File: config.mk
export PLATFORM = sky130hd
export DESIGN_NAME = uart_frame_parser
export DESIGN_NICKNAME = d
export VERILOG_FILES = /design/src/rtl/uart_frame_parser.sv
export SDC_FILE = /design/constraint.sdc
export NUM_CORES = 1
export LEC_CHECK = 0
export ABC_AREA = 0
export CAP_MARGIN = 30
export CORE_UTILIZATION = 40
export DETAILED_ROUTE_END_ITERATION = 6
export SLEW_MARGIN = 10
export SYNTH_ARGS = -nofsm -noshare
export SYNTH_HDL_FRONTEND = slang
export SYNTH_SLANG_ARGS = --single-unit
export TNS_END_PERCENT = 20
File: constraint.sdc
create_clock -name clk -period 2.25 [get_ports clk]
set_clock_uncertainty 0.2 [all_clocks]
set_input_delay 0.45 -clock clk [delete_from_list [all_inputs] [get_ports clk]]
set_output_delay 0.45 -clock clk [all_outputs]
set_load 0.1 [all_outputs]
File: src/rtl/uart_frame_parser.sv
// Frame parser behind the UART byte receiver: finds SYNC, takes a LEN-prefixed payload,
// verifies the XOR checksum, then replays the buffered payload on a valid/ready stream.
module uart_frame_parser #(
  parameter logic [7:0] SYNC_BYTE    = 8'hA5,
  parameter int         MAX_LEN      = 16,
  parameter int         TIMEOUT_CLKS = 1100
) (
  input  logic       clk,
  input  logic       rst,
  input  logic [7:0] rx_data,
  input  logic       rx_data_valid,
  output logic [7:0] out_data,
  output logic       out_valid,
  input  logic       out_ready,
  output logic       out_last,
  output logic       frame_ok,
  output logic       frame_err,
  output logic       overrun
);

  localparam int            IW        = $clog2(MAX_LEN + 1);
  localparam int            AW        = (MAX_LEN > 1) ? $clog2(MAX_LEN) : 1;
  localparam logic [IW-1:0] IDX_ONE   = IW'(1);
  localparam logic [15:0]   IDLE_LAST = 16'(TIMEOUT_CLKS - 1);
  localparam logic [7:0]    LEN_MAX   = 8'(MAX_LEN);

  // state   | meaning: HUNT wait for SYNC | LEN take length | PAYLOAD buffer bytes
  //         |          CHECK compare checksum | SEND replay buffer downstream
  typedef enum logic [2:0] {
    S_HUNT    = 3'd0,
    S_LEN     = 3'd1,
    S_PAYLOAD = 3'd2,
    S_CHECK   = 3'd3,
    S_SEND    = 3'd4
  } state_e;

  state_e        state_q, state_d;
  logic [IW-1:0] len_q, len_d;
  logic [IW-1:0] wr_idx_q, wr_idx_d;
  logic [IW-1:0] rd_idx_q, rd_idx_d;
  logic [7:0]    chk_q, chk_d;
  logic [15:0]   idle_q, idle_d;
  logic          ok_q, ok_d;
  logic          err_q, err_d;
  logic          ovr_q, ovr_d;
  logic          buf_we;
  logic [7:0]    pbuf_q [MAX_LEN];

  logic          in_frame;
  logic          timeout;
  logic          xfer;
  logic [IW-1:0] len_last;

  assign in_frame = (state_q == S_LEN) || (state_q == S_PAYLOAD) || (state_q == S_CHECK);
  // A byte in the expiry cycle wins over the timeout.
  assign timeout  = in_frame && !rx_data_valid && (idle_q == IDLE_LAST);
  assign xfer     = (state_q == S_SEND) && out_ready;
  assign len_last = len_q - IDX_ONE;

  always_ff @(posedge clk) begin
    if (rst) begin
      state_q <= S_HUNT;
    end else begin
      state_q <= state_d;
    end
  end

  always_ff @(posedge clk) begin
    if (rst) begin
      len_q    <= '0;
      wr_idx_q <= '0;
      rd_idx_q <= '0;
      chk_q    <= '0;
      idle_q   <= '0;
      ok_q     <= 1'b0;
      err_q    <= 1'b0;
      ovr_q    <= 1'b0;
    end else begin
      len_q    <= len_d;
      wr_idx_q <= wr_idx_d;
      rd_idx_q <= rd_idx_d;
      chk_q    <= chk_d;
      idle_q   <= idle_d;
      ok_q     <= ok_d;
      err_q    <= err_d;
      ovr_q    <= ovr_d;
    end
  end

  always_ff @(posedge clk) begin
    if (buf_we) begin
      pbuf_q[wr_idx_q[AW-1:0]] <= rx_data;
    end
  end

  always_comb begin
    state_d  = state_q;
    len_d    = len_q;
    wr_idx_d = wr_idx_q;
    rd_idx_d = rd_idx_q;
    chk_d    = chk_q;
    ok_d     = 1'b0;
    err_d    = 1'b0;
    ovr_d    = 1'b0;
    buf_we   = 1'b0;

    if (!in_frame || rx_data_valid || timeout) begin
      idle_d = '0;
    end else begin
      idle_d = idle_q + 16'd1;
    end

    case (state_q)
      S_HUNT: begin
        if (rx_data_valid && (rx_data == SYNC_BYTE)) begin
          state_d = S_LEN;
        end
      end
      S_LEN: begin
        if (rx_data_valid) begin
          if ((rx_data == 8'd0) || (rx_data > LEN_MAX)) begin
            err_d   = 1'b1;
            state_d = S_HUNT;
          end else begin
            len_d    = IW'(rx_data);
            chk_d    = rx_data;
            wr_idx_d = '0;
            state_d  = S_PAYLOAD;
          end
        end else if (timeout) begin
          err_d   = 1'b1;
          state_d = S_HUNT;
        end
      end
      S_PAYLOAD: begin
        if (rx_data_valid) begin
          buf_we   = 1'b1;
          chk_d    = chk_q ^ rx_data;
          wr_idx_d = wr_idx_q + IDX_ONE;
          if (wr_idx_q == len_last) begin
            state_d = S_CHECK;
          end
        end else if (timeout) begin
          err_d   = 1'b1;
          state_d = S_HUNT;
        end
      end
      S_CHECK: begin
        if (rx_data_valid) begin
          if (rx_data == chk_q) begin
            rd_idx_d = '0;
            state_d  = S_SEND;
          end else begin
            err_d   = 1'b1;
            state_d = S_HUNT;
          end
        end else if (timeout) begin
          err_d   = 1'b1;
          state_d = S_HUNT;
        end
      end
      S_SEND: begin
        // Bytes arriving while replaying are dropped; the buffer is left intact.
        if (rx_data_valid) begin
          ovr_d = 1'b1;
        end
        if (xfer) begin
          if (rd_idx_q == len_last) begin
            ok_d    = 1'b1;
            state_d = S_HUNT;
          end else begin
            rd_idx_d = rd_idx_q + IDX_ONE;
          end
        end
      end
      default: begin
        state_d = S_HUNT;
      end
    endcase
  end

  always_comb begin
    out_valid = 1'b0;
    out_data  = 8'd0;
    out_last  = 1'b0;
    if (state_q == S_SEND) begin
      out_valid = 1'b1;
      out_data  = pbuf_q[rd_idx_q[AW-1:0]];
      out_last  = (rd_idx_q == len_last);
    end
  end

  assign frame_ok  = ok_q;
  assign frame_err = err_q;
  assign overrun   = ovr_q;

endmodule

======== Yosys cells after proc, flatten, opt, wreduce, memory -nomap -nowiden ========
Memories as Yosys holds them, arrays and structs flattened. A register that Yosys moved wholly into a read port is not among the register bits.
Index checks and enable logic that the tools add are counted.
cells by class
  add/subtract/negate cells ............... 4
  $lt $le $gt $ge ......................... 1
  equal/unequal tests ..................... 19
  mux-type cells .......................... 41
  bitwise operators ....................... 4
  reduce and logical (&&, ||, !) cells .... 22
operator list
  operator                 count
  $mux W5                  7
  $mux W8                  4
  $mux W3                  9
  $pmux W5 S2              2
  $add A16 B1 Y16 const B  1
  $eq A16 B11 Y1 const B   1
  $ne A2 B2 Y1 const B     8
  $pmux W8 S2              1
  $pmux W3 S5              1
  $mux W1                  13
  $add A5 B1 Y5 const B    2
  $eq A5 B5 Y1             2
  $eq A8 B8 Y1             1
  $eq A8 B8 Y1 const B     1
  $gt A8 B5 Y1 const B     1
  $logic_not A8 Y1         1
  $mux W4                  2
  $reduce_and A4 Y1        2
  $xor A8 B8 Y8            1
  $eq A3 B2 Y1 const B     2
  $logic_or A1 B1 Y1       5
  $reduce_and A5 Y1        1
  $sub A5 B1 Y5 const B    1
  $logic_and A1 B1 Y1      4
  13 further kinds         18
word-level totals
  register bits ........................... 45
  memory bits (writable) .................. 128
  bits of input ports ..................... 12
  output and inout port bits .............. 13
  memories ................................ 1
memories
  memory  depth  bits a word  rd ports  clocked after memory_dff  wr ports  line  source
  pbuf_q  16     8            1         1                         1         47    logic [7:0] pbuf_q [MAX_LEN];

======== Longest topological paths before layout ========
Gate-level depths: netlist (run 1).
  word-level depth ........................ 8
  depth in mapped cells ................... 8
  depth with buffers taken out ............ 7

======== Worst setup path before layout (run 1) ========
OpenSTA, ideal clock, no wires.
  kind .................................... reg-to-output
  start point ............................. register len_q[0]
  end point ............................... output out_last
  data arrival time ....................... 2936 ps
  path slack .............................. -1336 ps
  cell stages (with the launch flop) ...... 8
  cells stage by stage .................... dfxtp_1 > clkbuf_1 > inv_1 > ha_1 > xor2_1 > nor4b_1 > o311ai_2 > nor2_1
between the ends
  cells in the longest elaborated chain, start to end .. 3
RTL lines
  element                   line  source
  start: declaration        38    logic [IW-1:0] len_q, len_d;
  start signal: assignment  79    len_q <= len_d;
  $sub A5 B1 Y5             58    assign len_last = len_q - IDX_ONE;
  $eq A5 B5 Y1              189   out_last = (rd_idx_q == len_last);
  $mux W1                   186   if (state_q == S_SEND) begin
  end: declaration          15    output logic out_last,
Every way passes these cells.

==> flow_summary.ini, run 1 <==
[sta]
finalCritPeriodShare_pct = 136.8
slew_headroom_pct = 64.10
period_minus_slack_ns = 3.078
whs_ns = 0.2835
tightestPinTransition_ns = 0.5378
setup_violations = 9
setup_ws_ns = -0.8284
fmax_mhz = 324.8
rsz0062_at_grt = yes
slew_viol_final = 0
hold_viol = 0

[logic_synthesis]
yosys.area_share.xor_xnor_pct = 4.614
synth_top_area_cell = edfxtp_1
synthMuxAreaShare_pct = 13.05
synth-simple-area-share_pct = 11.48
synth-compound-area-share_pct = 3.790
synth_edf_count = 128
synthTopCellsByArea = edfxtp_1 51%, dfxtp_1 13%, mux4_1 8.3%, mux4_2 4.7%, xnor2_1 2.3%
synthCells = 513
yosys_register_bits = 177
synth_warnings = 0
yosysSeqAreaShare_pct = 63.54
synthAdderAreaFrac_pct = 1.153
synth-async-reset-ratio_pct = 0
synth_nets = 532
syn-cell-area_mm2 = 0.007594
synth_top_area_share_pct = 50.62
postSynthAreaPerCell_um2 = 14.80
synth_top_family_by_area = multiplexers
ys_types = 50
synth_ff_type = edfxtp_1

[clocking]
cts.sinks = 177
cts_made_buffers = 17
cts_hold_buf = 0
root_buffer = clkbuf_16
htreeDepth = 4
cts.clk_slew.worst_paths_ns = 0.07
cts_max_path_buffers = 2
clock_latency_ns = 0.43
cts_tree = done

[detailed_routing]
drcViolationCount = 0
routed_wl_um = 17220
avgViaCountPerCell = 5.369
via_count = 4601
drtIter0Drc = 308
post_drt_wl_per_cell_um = 20.09
ant_nets = 0
drt_pass1_iterations = 5

[global_route]
gr-total-overflow = 0
busiest_layer = met2
grt_pass1_wl_um = 26850
grt_pass1_vias = 4718
grt_usage_pct = 18.65
met3_usage_pct = 3.682
grt_use_met2_pct = 30.45
antenna_found_initial = 0
grt_max_degree = 33
met1_usage_pct = 25.06

[worst_setup_path]
critical_path.slowest_cell = mux4_2
worstPathCellList = buf_12 > mux4_2 > mux4_2 > and2_4 > buf_12
required_ns = 1.60
arrival_ns = 2.43
max_stage_delay_ns = 0.53
critPathKind = flop to output pin
crit_path_start_kind = flop
crit_fanout = 8
ff2ff_path_depth = 6
end_kind = output pin

[power]
finalPower_uw = 6435
power_frac_seq_pct = 54.2
power.switching_uw = 1361
switching_share_pct = 21.15
p_leak_uw = 0.003149
power_density_mw_per_mm2 = 680.3
p_clk_share_pct = 43.8
internal_power_uw = 5074
ir_worst_vdd_mv = 0.4917
power_frac_comb_pct = 2.0

[layout]
layout_commonest_cell = edfxtp_1
finalNonFillerCells = 857
drive_above_1_share_pct = 33.55
diodes = 0
fin_area_mm2 = 0.009459
fin_nets = 629
area_delta_synth_final_pct = 24.57
final_cell_mix = 128 x edfxtp_1, 72 x buf_4, 45 x dfxtp_1

[outcome]
violations = negative setup slack
status = finished, violations left

[die]
dieArea_mm2 = 0.01954
fp.dieH_um = 139.8
initial_core_util_pct = 40.73
die_w_um = 139.8
ioPinCount = 25
core-area_mm2 = 0.01864
rows = 50

[job]
maxCapViolations = 0

[placement]
detailedPlacementHpwl_um = 11890
post-place-ws_ns = -0.6114
placed_cells = 819
gp_congestion = 0.8181
port_buffers = 24
postPlaceCellArea_mm2 = 0.008697

[worst_hold_path]
min_path_type = flop to flop
hold_path_depth = 1
routing by layer:
metal	wire (um)	vias to the layer above
li1	-	2149
met1	7824	2313
met2	8472	118
met3	738	21
met4	181	0
met5	0	-
per-stage QoR:
step	TNS, ns	utilization, %
5_1_grt	-8.234	50.74
2_1_floorplan	-7.175	-
4_1_cts	-6.919	50.52
3_3_place_gp	-67.09	46.65
6_report	-6.657	50.74
3_5_place_dp	-66.35	46.65
registers in the layout (all words and copies together), names as in the netlist, named ones only:
register   flops
idle_q        16
chk_q          8
len_q          5
frame_ok       1
frame_err      1
state_q        3
rd_idx_q       5
pbuf_q       128
overrun        1
wr_idx_q       5
power groups by stage:
stage | clock, uW | sequential, uW | combinational [uW]
6_report | 2820 | 3490 | 131
5_1_grt | 2990 | 3480 | 140
4_1_cts | 2850 | 3490 | 130
3_5_place_dp | 0 | 3560 | 128
3_3_place_gp | 0 | 3560 | 125
2_1_floorplan | 0 | 3560 | 21.5
worst max-delay path, delay by kind of cell (launching register included):
family	cells	cell delay [ns]
buf+inv	2	0.34
flops	1	0.47
simple gates	1	0.16
mux	2	1.01
final timing paths:
check / start / to / slack, ns
setup / recovery: flop / out_data[5] / -0.83
hold / removal: idle_q[0] / idle_q[0] / 0.28
setup reg to reg: state_q[0] / pbuf_q[15][5] / 0.06
hold reg to reg: idle_q[0] / idle_q[0] / 0.28
area by class of cell:
cell class | instances | area, um^2
clock buffers | 18 | 429.2
well taps | 234 | 292.8
multi-input cells | 300 | 2708
flip-flops and latches | 177 | 4832
repair buffers | 103 | 1022
fillers | 1559 | 9184
inverters | 11 | 43.79
clock inverters | 14 | 131.4
kinds of logic (layout without fill, tap and decap cells):
group	Yosys count	in the layout
simple gates	170	170
compound gates	43	43
buf+inv	36	146
fa+ha+maj	7	7
flops	177	177
mux	40	40
xor+xnor	40	40
what timing repair did:
action / in CTS / in global routing
setup endpoints to repair: 51 / 129
cloned: 1 / 0
pin swaps: 8 / 3
gates resized for setup: 25 / 17
buffers inserted: 5 / 0
synthesized netlist by cell type, types with 5 or more instances:
| master | n |
|---|---|
| a21oi_1 | 16 |
| a31oi_1 | 5 |
| and2_1 | 9 |
| clkbuf_1 | 15 |
| dfxtp_1 | 49 |
| edfxtp_1 | 128 |
| ha_1 | 7 |
| inv_1 | 11 |
| mux4_1 | 24 |
| mux4_2 | 16 |
| nand2_1 | 40 |
| nand2b_1 | 5 |
| nand3_1 | 20 |
| nand3b_1 | 6 |
| nand4_1 | 5 |
| nor2_1 | 36 |
| nor3_1 | 16 |
| nor4_1 | 6 |
| o21ai_0 | 5 |
| or2_2 | 5 |
| xnor2_1 | 20 |
| xor2_1 | 20 |
Note: power is estimated with default switching activity, not from simulation.
==> inputs of run 2 (changes only) <==
CTS_BUF_LIST = sky130_fd_sc_hd__clkbuf_4 sky130_fd_sc_hd__clkbuf_8   (was not set)
SLEW_MARGIN = 20   (was 10)
==> run 2 against run 1 <==
The flow still finishes with violations (negative setup slack); maximum frequency shrank 0.44%; hold slack better by 0.0057 ns; combinational power hardly changed; die area unchanged; first-iteration DRC count is 24% higher; power is 12% lower; largest cell class unchanged; largest power group unchanged; highest routed layer unchanged.
==> flow_summary.ini, run 2 (synthesis results as in run 1) <==
[job]
maxCapViolations = 0

[detailed_routing]
ant_nets = 0
via_count = 4652
drt_pass1_iterations = 5
routed_wl_um = 17300
drcViolationCount = 0
drtIter0Drc = 381
avgViaCountPerCell = 5.390
post_drt_wl_per_cell_um = 20.05

[clocking]
cts.sinks = 177
cts_tree = done
clock_latency_ns = 0.47
cts_max_path_buffers = 2
htreeDepth = 4
root_buffer = clkbuf_8
cts.clk_slew.worst_paths_ns = 0.09
cts_made_buffers = 17

[worst_hold_path]
min_path_type = flop to flop
hold_path_end = idle_q[0]
hold_path_depth = 1
hold_start = idle_q[0]

[layout]
largest_reg_flops = 128
fin_nets = 635
final.fill_count = 1562
finalNonFillerCells = 863
layout_commonest_cell = edfxtp_1
fin_area_mm2 = 0.009334
diodes = 0
area_delta_synth_final_pct = 22.92
drive_above_1_share_pct = 33.70
final_cell_mix = 128 x edfxtp_1, 76 x buf_4, 43 x dfxtp_1

[worst_setup_path]
crit_path_start_kind = flop
crit_fanout = 8
required_ns = 1.60
worstReg2RegStart = len_q[0]
r2r_slack_ns = 0.05
end_kind = output pin
ff2ff_path_depth = 8
arrival_ns = 2.44
critPathKind = flop to output pin

[sta]
slew_viol_final = 0
hold_viol = 0
slew_headroom_pct = 65.08
tightestPinTransition_ns = 0.5106
finalCritPeriodShare_pct = 137.4
fmax_mhz = 323.4
rsz0062_at_grt = yes
period_minus_slack_ns = 3.092
setup_ws_ns = -0.8419
setup_violations = 9

[placement]
detailedPlacementHpwl_um = 11890
postPlaceCellArea_mm2 = 0.008697
placed_cells = 819
gp_congestion = 0.8181
port_buffers = 24
post-place-ws_ns = -0.6114

[global_route]
grt_pass1_vias = 4675
grt_pass1_wl_um = 26590
antenna_found_initial = 0
grt_usage_pct = 18.50
gr-total-overflow = 0
grt_max_degree = 33

[die]
die_w_um = 139.8
dieArea_mm2 = 0.01954
ioPinCount = 25
fp.dieH_um = 139.8
core-area_mm2 = 0.01864
rows = 50
initial_core_util_pct = 40.73

[power]
ir_worst_vdd_mv = 0.3657
power_density_mw_per_mm2 = 608.8
p_leak_uw = 0.003100

[outcome]
violations = negative setup slack
status = finished, violations left
==> run 2: cell types whose count changed in the layout (fill, tap and decap cells not counted), sizes merged <==
cell	previous run	this run
clkbuf	18	20
buf	92	96
==> run 2: power by group <==
part,switching [uW],internal [uW],total (uW)
clock,1170,901,2070
combinational,80.6,49.9,131
sequential,0.136,3480,3480
total,1250,4430,5680
==> run 2: what timing repair did <==
item	CTS	global route
buffers inserted	6	5
hold buffers	0	0
setup endpoints to repair	50	78
pin swaps	6	8
gates cloned	0	2
resized for setup	26	18
==> run 2: cell type report <==
cell class | count | area (um^2) | area share, %
sequential | 177 | 4840 | 51.85
multi-input combinational | 300 | 2693 | 28.85
timing repair buffer | 109 | 1090 | 11.68
tap | 234 | 292.8 | 3.137
clock buffer | 18 | 241.5 | 2.587
clock inverter | 14 | 131.4 | 1.408
inverter | 11 | 46.29 | 0.4960
==> run 2: stage by stage <==
step           util [%]  TNS, ns  hold WS [ns]  total power, uW
3_5_place_dp      46.65   -66.35        0.2700             3687
4_1_cts           49.39   -7.283        0.2944             5723
6_report          50.07   -6.927        0.2891             5682
5_1_grt           50.07   -7.879        0.3209             5883
2_1_floorplan         -   -7.175        0.2379             3582
3_3_place_gp      46.65   -67.09        0.2581             3684
==> run 2: metal layers <==
layer	vias up	share of wire (%)	global-route usage, %
li1	2160	-	-
met1	2360	46	25.20
met2	117	49	29.76
met3	15	3.9	3.648
met4	0	0.89	5.957
met5	-	0	0
==> run 2: how the worst max path moves through the flow <==
stage                from     endpoint  slack [ns]  cells after the start
5_1_grt              flop  out_data[5]       -0.93                      5
2_1_floorplan    len_q[0]     out_last       -0.24                      7
3_5_place_dp   rx_data[1]         flop       -0.61                      8
4_1_cts              flop  out_data[5]       -0.89                      5
6_report             flop  out_data[5]       -0.84                      5
3_3_place_gp   rx_data[1]    frame_err       -0.69                      6
==> run 2: worst max-delay path, cell delays in order (launching register included) <==
cell and delay, ns:
dfxtp_4 0.47, buf_12 0.17, mux4_2 0.52, mux4_2 0.48, and2_4 0.17, buf_12 0.16
